### src/rtl/alu_if.sv
// Operand/opcode bus and result/status outputs of the ALU, with
// master (driver) and slave (ALU) views.
interface alu_if #(
    parameter int W = 16
);
    logic [4:0]   alu_op;
    logic [W-1:0] operandA;
    logic [W-1:0] operandB;
    logic [W-1:0] resultAccumulator;
    logic [3:0]   flags;
    logic [W-1:0] result_q;
    logic [3:0]   flags_q;

    modport master (
        output alu_op, operandA, operandB,
        input  resultAccumulator, flags, result_q, flags_q
    );

    modport slave (
        input  alu_op, operandA, operandB,
        output resultAccumulator, flags, result_q, flags_q
    );
endinterface

### src/rtl/alu.sv
// W-bit signed ALU: combinational result/flags {Z,N,C,V} plus a
// registered accumulator/status copy with asynchronous clear.
module alu #(
    parameter int W = 16
) (
    input  logic clk,
    input  logic rst,
    alu_if.slave bus
);
    localparam int SW = $clog2(W);

    typedef enum logic [4:0] {
        OP_ADD   = 5'd0,
        OP_SUB   = 5'd1,
        OP_LSR   = 5'd2,
        OP_LSL   = 5'd3,
        OP_ASR   = 5'd4,
        OP_AND   = 5'd5,
        OP_OR    = 5'd6,
        OP_XOR   = 5'd7,
        OP_NOT   = 5'd8,
        OP_MUL   = 5'd9,
        OP_DIV   = 5'd10,
        OP_MOD   = 5'd11,
        OP_INC   = 5'd12,
        OP_DEC   = 5'd13,
        OP_CMP   = 5'd14,
        OP_PASSB = 5'd15
    } alu_opcode_e;

    localparam logic [W-1:0] MOST_NEG = {1'b1, {(W-1){1'b0}}};

    alu_opcode_e         op;
    logic [W-1:0]        a;
    logic [W-1:0]        b;
    logic [SW-1:0]       s;
    logic [SW-1:0]       lsl_idx;
    logic [W-1:0]        add_b;
    logic                add_cin;
    logic [W:0]          sum;
    logic                add_v;
    logic signed [W-1:0] sa;
    logic signed [W-1:0] sb;
    logic signed [W-1:0] div_b;
    logic signed [W-1:0] quot;
    logic signed [W-1:0] rem;
    logic signed [2*W-1:0] prod;
    logic                div_zero;
    logic                div_ovf;
    logic [W-1:0]        result_d;
    logic [W-1:0]        flag_res;
    logic                c_flag;
    logic                v_flag;
    logic [3:0]          flags_d;
    logic [W-1:0]        result_q;
    logic [3:0]          flags_q;

    // Shared adder: SUB/CMP/DEC feed A + ~B + 1 so carry means "no borrow".
    always_comb begin
        op      = alu_opcode_e'(bus.alu_op);
        a       = bus.operandA;
        b       = bus.operandB;
        add_b   = b;
        add_cin = 1'b0;
        case (op)
            OP_SUB, OP_CMP: begin
                add_b   = ~b;
                add_cin = 1'b1;
            end
            OP_INC: begin
                add_b   = W'(1);
                add_cin = 1'b0;
            end
            OP_DEC: begin
                add_b   = ~W'(1);
                add_cin = 1'b1;
            end
            default: begin
                add_b   = b;
                add_cin = 1'b0;
            end
        endcase
        sum   = {1'b0, a} + {1'b0, add_b} + (W+1)'(add_cin);
        add_v = (a[W-1] == add_b[W-1]) && (sum[W-1] != a[W-1]);
    end

    // Divisor is forced to 1 on the two trapping cases so the divider
    // never sees a zero divisor or the most-negative/-1 overflow.
    always_comb begin
        sa       = signed'(bus.operandA);
        sb       = signed'(bus.operandB);
        div_zero = (bus.operandB == '0);
        div_ovf  = (bus.operandA == MOST_NEG) && (bus.operandB == '1);
        div_b    = (div_zero || div_ovf) ? W'(signed'(1)) : sb;
        quot     = sa / div_b;
        rem      = sa % div_b;
        prod     = (2*W)'(sa) * (2*W)'(sb);
    end

    always_comb begin
        s        = b[SW-1:0];
        lsl_idx  = '0 - s;
        result_d = '0;
        flag_res = '0;
        c_flag   = 1'b0;
        v_flag   = 1'b0;
        case (op)
            OP_ADD, OP_SUB, OP_INC, OP_DEC: begin
                result_d = sum[W-1:0];
                c_flag   = sum[W];
                v_flag   = add_v;
            end
            OP_CMP: begin
                result_d = a;
                c_flag   = sum[W];
                v_flag   = add_v;
            end
            OP_LSR: begin
                result_d = a >> s;
                c_flag   = (s != '0) ? a[s - 1'b1] : 1'b0;
            end
            OP_LSL: begin
                result_d = a << s;
                c_flag   = (s != '0) ? a[lsl_idx] : 1'b0;
            end
            OP_ASR: begin
                result_d = W'(sa >>> s);
                c_flag   = (s != '0) ? a[s - 1'b1] : 1'b0;
            end
            OP_AND:   result_d = a & b;
            OP_OR:    result_d = a | b;
            OP_XOR:   result_d = a ^ b;
            OP_NOT:   result_d = ~a;
            OP_MUL: begin
                result_d = prod[W-1:0];
                v_flag   = (prod[2*W-1:W] != {W{prod[W-1]}});
            end
            OP_DIV: begin
                if (div_zero) begin
                    result_d = '0;
                    v_flag   = 1'b1;
                end else if (div_ovf) begin
                    result_d = MOST_NEG;
                    v_flag   = 1'b1;
                end else begin
                    result_d = quot;
                end
            end
            OP_MOD: begin
                if (div_zero) begin
                    result_d = '0;
                    v_flag   = 1'b1;
                end else if (div_ovf) begin
                    result_d = '0;
                end else begin
                    result_d = rem;
                end
            end
            OP_PASSB: result_d = b;
            default:  result_d = '0;
        endcase
        // Z/N follow the difference for CMP rather than the passed-through A.
        flag_res = (op == OP_CMP) ? sum[W-1:0] : result_d;
        flags_d  = {(flag_res == '0), flag_res[W-1], c_flag, v_flag};
    end

    always_ff @(posedge clk or posedge rst) begin
        if (rst) begin
            result_q <= '0;
            flags_q  <= '0;
        end else begin
            result_q <= result_d;
            flags_q  <= flags_d;
        end
    end

    assign bus.resultAccumulator = result_d;
    assign bus.flags             = flags_d;
    assign bus.result_q          = result_q;
    assign bus.flags_q           = flags_q;
endmodule

### src/flat_wrapper.sv
// flat-port wrapper written by rule: the top's interface ports become plain ports
module alu_flat 
#(
    parameter int W = 16
)
  (clk, rst, bus_alu_op, bus_operandA, bus_operandB, bus_resultAccumulator, bus_flags, bus_result_q, bus_flags_q);
  alu_if #(.W(W)) bus_i ();
  input  logic clk;
  input  logic rst;
  input wire logic [$bits(bus_i.alu_op)-1:0] bus_alu_op;
  input wire logic [$bits(bus_i.operandA)-1:0] bus_operandA;
  input wire logic [$bits(bus_i.operandB)-1:0] bus_operandB;
  output wire logic [$bits(bus_i.resultAccumulator)-1:0] bus_resultAccumulator;
  output wire logic [$bits(bus_i.flags)-1:0] bus_flags;
  output wire logic [$bits(bus_i.result_q)-1:0] bus_result_q;
  output wire logic [$bits(bus_i.flags_q)-1:0] bus_flags_q;
  assign bus_i.alu_op = bus_alu_op;
  assign bus_i.operandA = bus_operandA;
  assign bus_i.operandB = bus_operandB;
  assign bus_resultAccumulator = bus_i.resultAccumulator;
  assign bus_flags = bus_i.flags;
  assign bus_result_q = bus_i.result_q;
  assign bus_flags_q = bus_i.flags_q;
  alu #(.W(W)) u_core (.clk(clk), .rst(rst), .bus(bus_i));
endmodule
### config.mk
export PLATFORM = sky130hd
export DESIGN_NAME = alu_flat
export DESIGN_NICKNAME = d
export VERILOG_FILES = /design/src/rtl/alu_if.sv /design/src/rtl/alu.sv /design/src/flat_wrapper.sv
export SDC_FILE = /design/constraint.sdc
export NUM_CORES = 2
export LEC_CHECK = 0
export BUFFER_PORTS_ARGS = -buffer_cell sky130_fd_sc_hd__buf_4
export CAP_MARGIN = 10
export CORE_MARGIN = 10
export CORE_UTILIZATION = 65
export DETAILED_ROUTE_END_ITERATION = 8
export PLACE_DENSITY = 0.94
export SYNTH_ARGS = -nofsm -noshare
export SYNTH_HDL_FRONTEND = slang
export SYNTH_SLANG_ARGS = --single-unit
### constraint.sdc
create_clock -name clk -period 52.2 [get_ports clk]
set_input_delay 5.22 -clock clk [delete_from_list [all_inputs] [get_ports clk]]
set_output_delay 5.22 -clock clk [all_outputs]
set_load 0.005 [all_outputs]
==> impl_table.tex <==
\begin{tabular}{lr}
\hline
Metric & Value \\
\hline
\multicolumn{2}{l}{\textbf{Cells and area}} \\
Area occupied by multi-input gates & 0.0215 mm² \\
Syn-to-layout area delta & 5.12\% \\
Final-layout fill cell count & 3,011 \\
Total area of sequential cells & 500 µm² \\
Post-layout net count & 3,786 \\
Share of cells above drive strength 1 & 0.0739 \\
Design area & 0.0252 mm² \\
\multicolumn{2}{l}{\textbf{Yosys}} \\
Mean instance size in the synthesized netlist & 7.41 µm² \\
Sequential area share after synthesis & 0.0209 \\
Count of different cell masters after synthesis & 99 \\
Share of flip-flops with an asynchronous set or reset after synthesis & 1.00 \\
Ys flop type & dfrtp\_1 \\
Total of flip-flops plus latches after synthesis & 20 \\
Number of synthesized flops with an enable pin & 0 \\
Cell Area, Synth & 0.0239 mm² \\
Total of warnings raised by yosys & 0 \\
Instance count of the mapped netlist & 3,233 \\
Net Count, Synth & 3,811 \\
\multicolumn{2}{l}{\textbf{Worst setup path}} \\
Required time worst endpoint & 46,980 ps \\
Nature of the critical path endpoint & output port \\
Sort of element at the start of the critical path & input pin \\
Startpoint-to-endpoint class of the critical path & in -> out \\
Most frequent cell on the critical path & ha\_1 \\
Maximum cell stage delay along the critical path & 700 ps \\
CP arrival & 44,770 ps \\
Critical path's slowest cell & or4b\_2 \\
Largest fanout on the critical path & 21 \\
\multicolumn{2}{l}{\textbf{Global route}} \\
Maximum number of pins on one net before global-route repair & 60 \\
First-pass GRT wire length & 143,000 µm \\
Number of antenna violations at the first check in global routing & 5 \\
Gr usage total & 0.408 \\
Number of global-route vias before repair & 25,700 \\
Total grt overflow & 0 \\
\multicolumn{2}{l}{\textbf{Routing}} \\
Average detailed-routed wire length per instance & 25.4 µm \\
Initial DRC count & 3,363 \\
Via count & 25,700 \\
Detailed-router iteration count before antenna repair & 7 \\
Via/cell ratio & 6.98 \\
Count of antenna-violating nets left after detailed routing & 0 \\
Routed wire length & 93,500 µm \\
Count of unresolved DRC violations after routing & 0 \\
\multicolumn{2}{l}{\textbf{Floorplanning}} \\
Number of core rows & 70 \\
Die Width & 212 µm \\
Die Y-Extent & 212 µm \\
Initial standard-cell utilization of the core & 0.657 \\
Core box area & 0.0364 mm² \\
Top-Level Pins & 79 \\
Die outline area & 0.0449 mm² \\
\multicolumn{2}{l}{\textbf{STA}} \\
Count of final hold-check violations & 0 \\
Final-report setup violation count & 0 \\
Final Max Slew Viols & 0 \\
Normalized max-slew margin & 0.204 \\
Minimum period implied by the final worst setup slack & 49,990 ps \\
Post-route fraction of the period consumed by the critical path & 0.958 \\
Hold Worst Slack & 5110 ps \\
Timing-limited maximum frequency & 20.0 MHz \\
Transition time at the pin with the least slew margin & 1190 ps \\
Setup TNS & 0 ps \\
\multicolumn{2}{l}{\textbf{Clock network}} \\
Cell chosen for the clock root & clkbuf\_16 \\
Maximum root-to-sink buffer count & 2 \\
Clock transition at the register clock pins on the worst setup and hold paths after CTS & 60 ps \\
H-tree levels & 1 \\
TritonCTS clock tree & done \\
Inserted Clock Buffers & 3 \\
Number of clock sinks & 20 \\
\multicolumn{2}{l}{\textbf{Placement}} \\
Number of buffer cells added on primary ports & 78 \\
Detailed-placement wirelength estimate & 72,400 µm \\
Area of placed instances & 0.0249 mm² \\
Routability Congestion & 1.12 \\
\multicolumn{2}{l}{\textbf{Outcome}} \\
Status & finished clean \\
\multicolumn{2}{l}{\textbf{Hold path}} \\
Hold/Removal Path Class & in -> async \\
\multicolumn{2}{l}{\textbf{Run}} \\
Number of maximum-capacitance violations & 0 \\
\hline
\end{tabular}
-- repair_timing --
item                                    in CTS  in global routing
endpoints found under the hold margin        0                  0
hold buffers                                 0                  0
buffers inserted                             0                  6
resized for setup                            0                 32
endpoints found under the setup margin       0                 18
-- logic make-up (layout without fill, tap and decap cells) --
family                     Yosys count  count (layout)  share of synthesized area
other                                0               6                          0
DFF                                 20              20                     0.0209
xor gates and xnor gates           173             173                     0.0636
AOI/OAI and AO/OA                  792             792                      0.222
buffers and inverters              563             537                     0.0894
muxes                               60              60                     0.0308
and+or+nand+nor                   1086            1086                      0.208
adders and majority gates          539             539                      0.365
-- critical path: cells and delay by family --
family                   cells  cell delay, ps
multiplexers                 4            1370
AO/OA/AOI/OAI               70           17220
buffers and inverters       17            3050
adder cells (fa/ha/maj)     18            5970
XOR/XNOR                     2             850
AND/OR/NAND/NOR             47           11010
-- cell type report --
type | instances | share of cell area
repair buffers | 125 | 0.0372
inverters | 408 | 0.0612
well taps | 468 | 0.0233
clock buffers | 4 | 0.00353
flip-flops and latches | 20 | 0.0199
diodes | 6 | 0.000597
multi-input cells | 2650 | 0.854
-- state kept, by name (all words and copies together), names as in the netlist --
| register | cells |
|---|---|
| u_core.bus.result_q | 16 |
| u_core.bus.flags_q | 4 |
-- per-stage QoR --
step,setup WS (ps),instances,utilization
3_3_place_gp,1820,3664,0.683
6_report,2210,3681,0.691
5_1_grt,-40.0,3675,0.690
4_1_cts,934,3669,0.685
2_1_floorplan,6300,3233,-
3_5_place_dp,1030,3665,0.683
-- synth_stat cells, types with 59 or more instances --
library cell  instances  area, µm²
a21o_1               59        443
a21oi_1             201       1010
clkbuf_1            118        443
fa_1                265       5310
ha_1                274       3430
inv_1               396       1490
nand2_1             277       1040
nand3_1              71        355
nor2_1              423       1590
nor3_1               76        380
o21ai_0             139        696
xnor2_1             119       1040
-- cell usage in the layout, fill, tap and decap left out, drive strengths merged, types with 25 or more instances in the layout --
cell type and instances:
xnor2 120, mux2i 34, o31ai 26, a31oi 36
ha 274, nand2b 25, nand2 277, o22ai 31
o21a 39, a21o 59, a21oi 201, or3 28
nor2 423, o21ai 144, a211oi 38, xor2 53
nand4 34, nand3 71, o211ai 32, fa 265
nor3 76, inv 401, buf 125
-- final timing paths --
kind / start / endpoint / slack (ps) / cells past startpoint
worst max-delay path: bus_operandA[0] / bus_flags[3] / 2210 / 158
worst min-delay path: rst / u_core.bus.flags_q[3]$_DFF_PP0_ / 5110 / 2
max in group asynchronous: rst / u_core.bus.result_q[2]$_DFF_PP0_ / 46610 / 2
min in group clk: bus_alu_op[4] / u_core.bus.flags_q[1]$_DFF_PP0_ / 5370 / 2
-- layer usage --
| layer | vias to the layer above | track usage | part of all wire |
|---|---|---|---|
| met1 | 11900 | 0.473 | 0.34 |
| met3 | 653 | 0.0972 | 0.12 |
| li1 | 11200 | - | - |
| met2 | 1932 | 0.645 | 0.44 |
| met5 | - | 0 | 0.00022 |
| met4 | 2 | 0.311 | 0.098 |
Power is left out: the tool's default activity adds up to more than one toggle a clock period on the data nets, which glitch-free logic cannot reach.
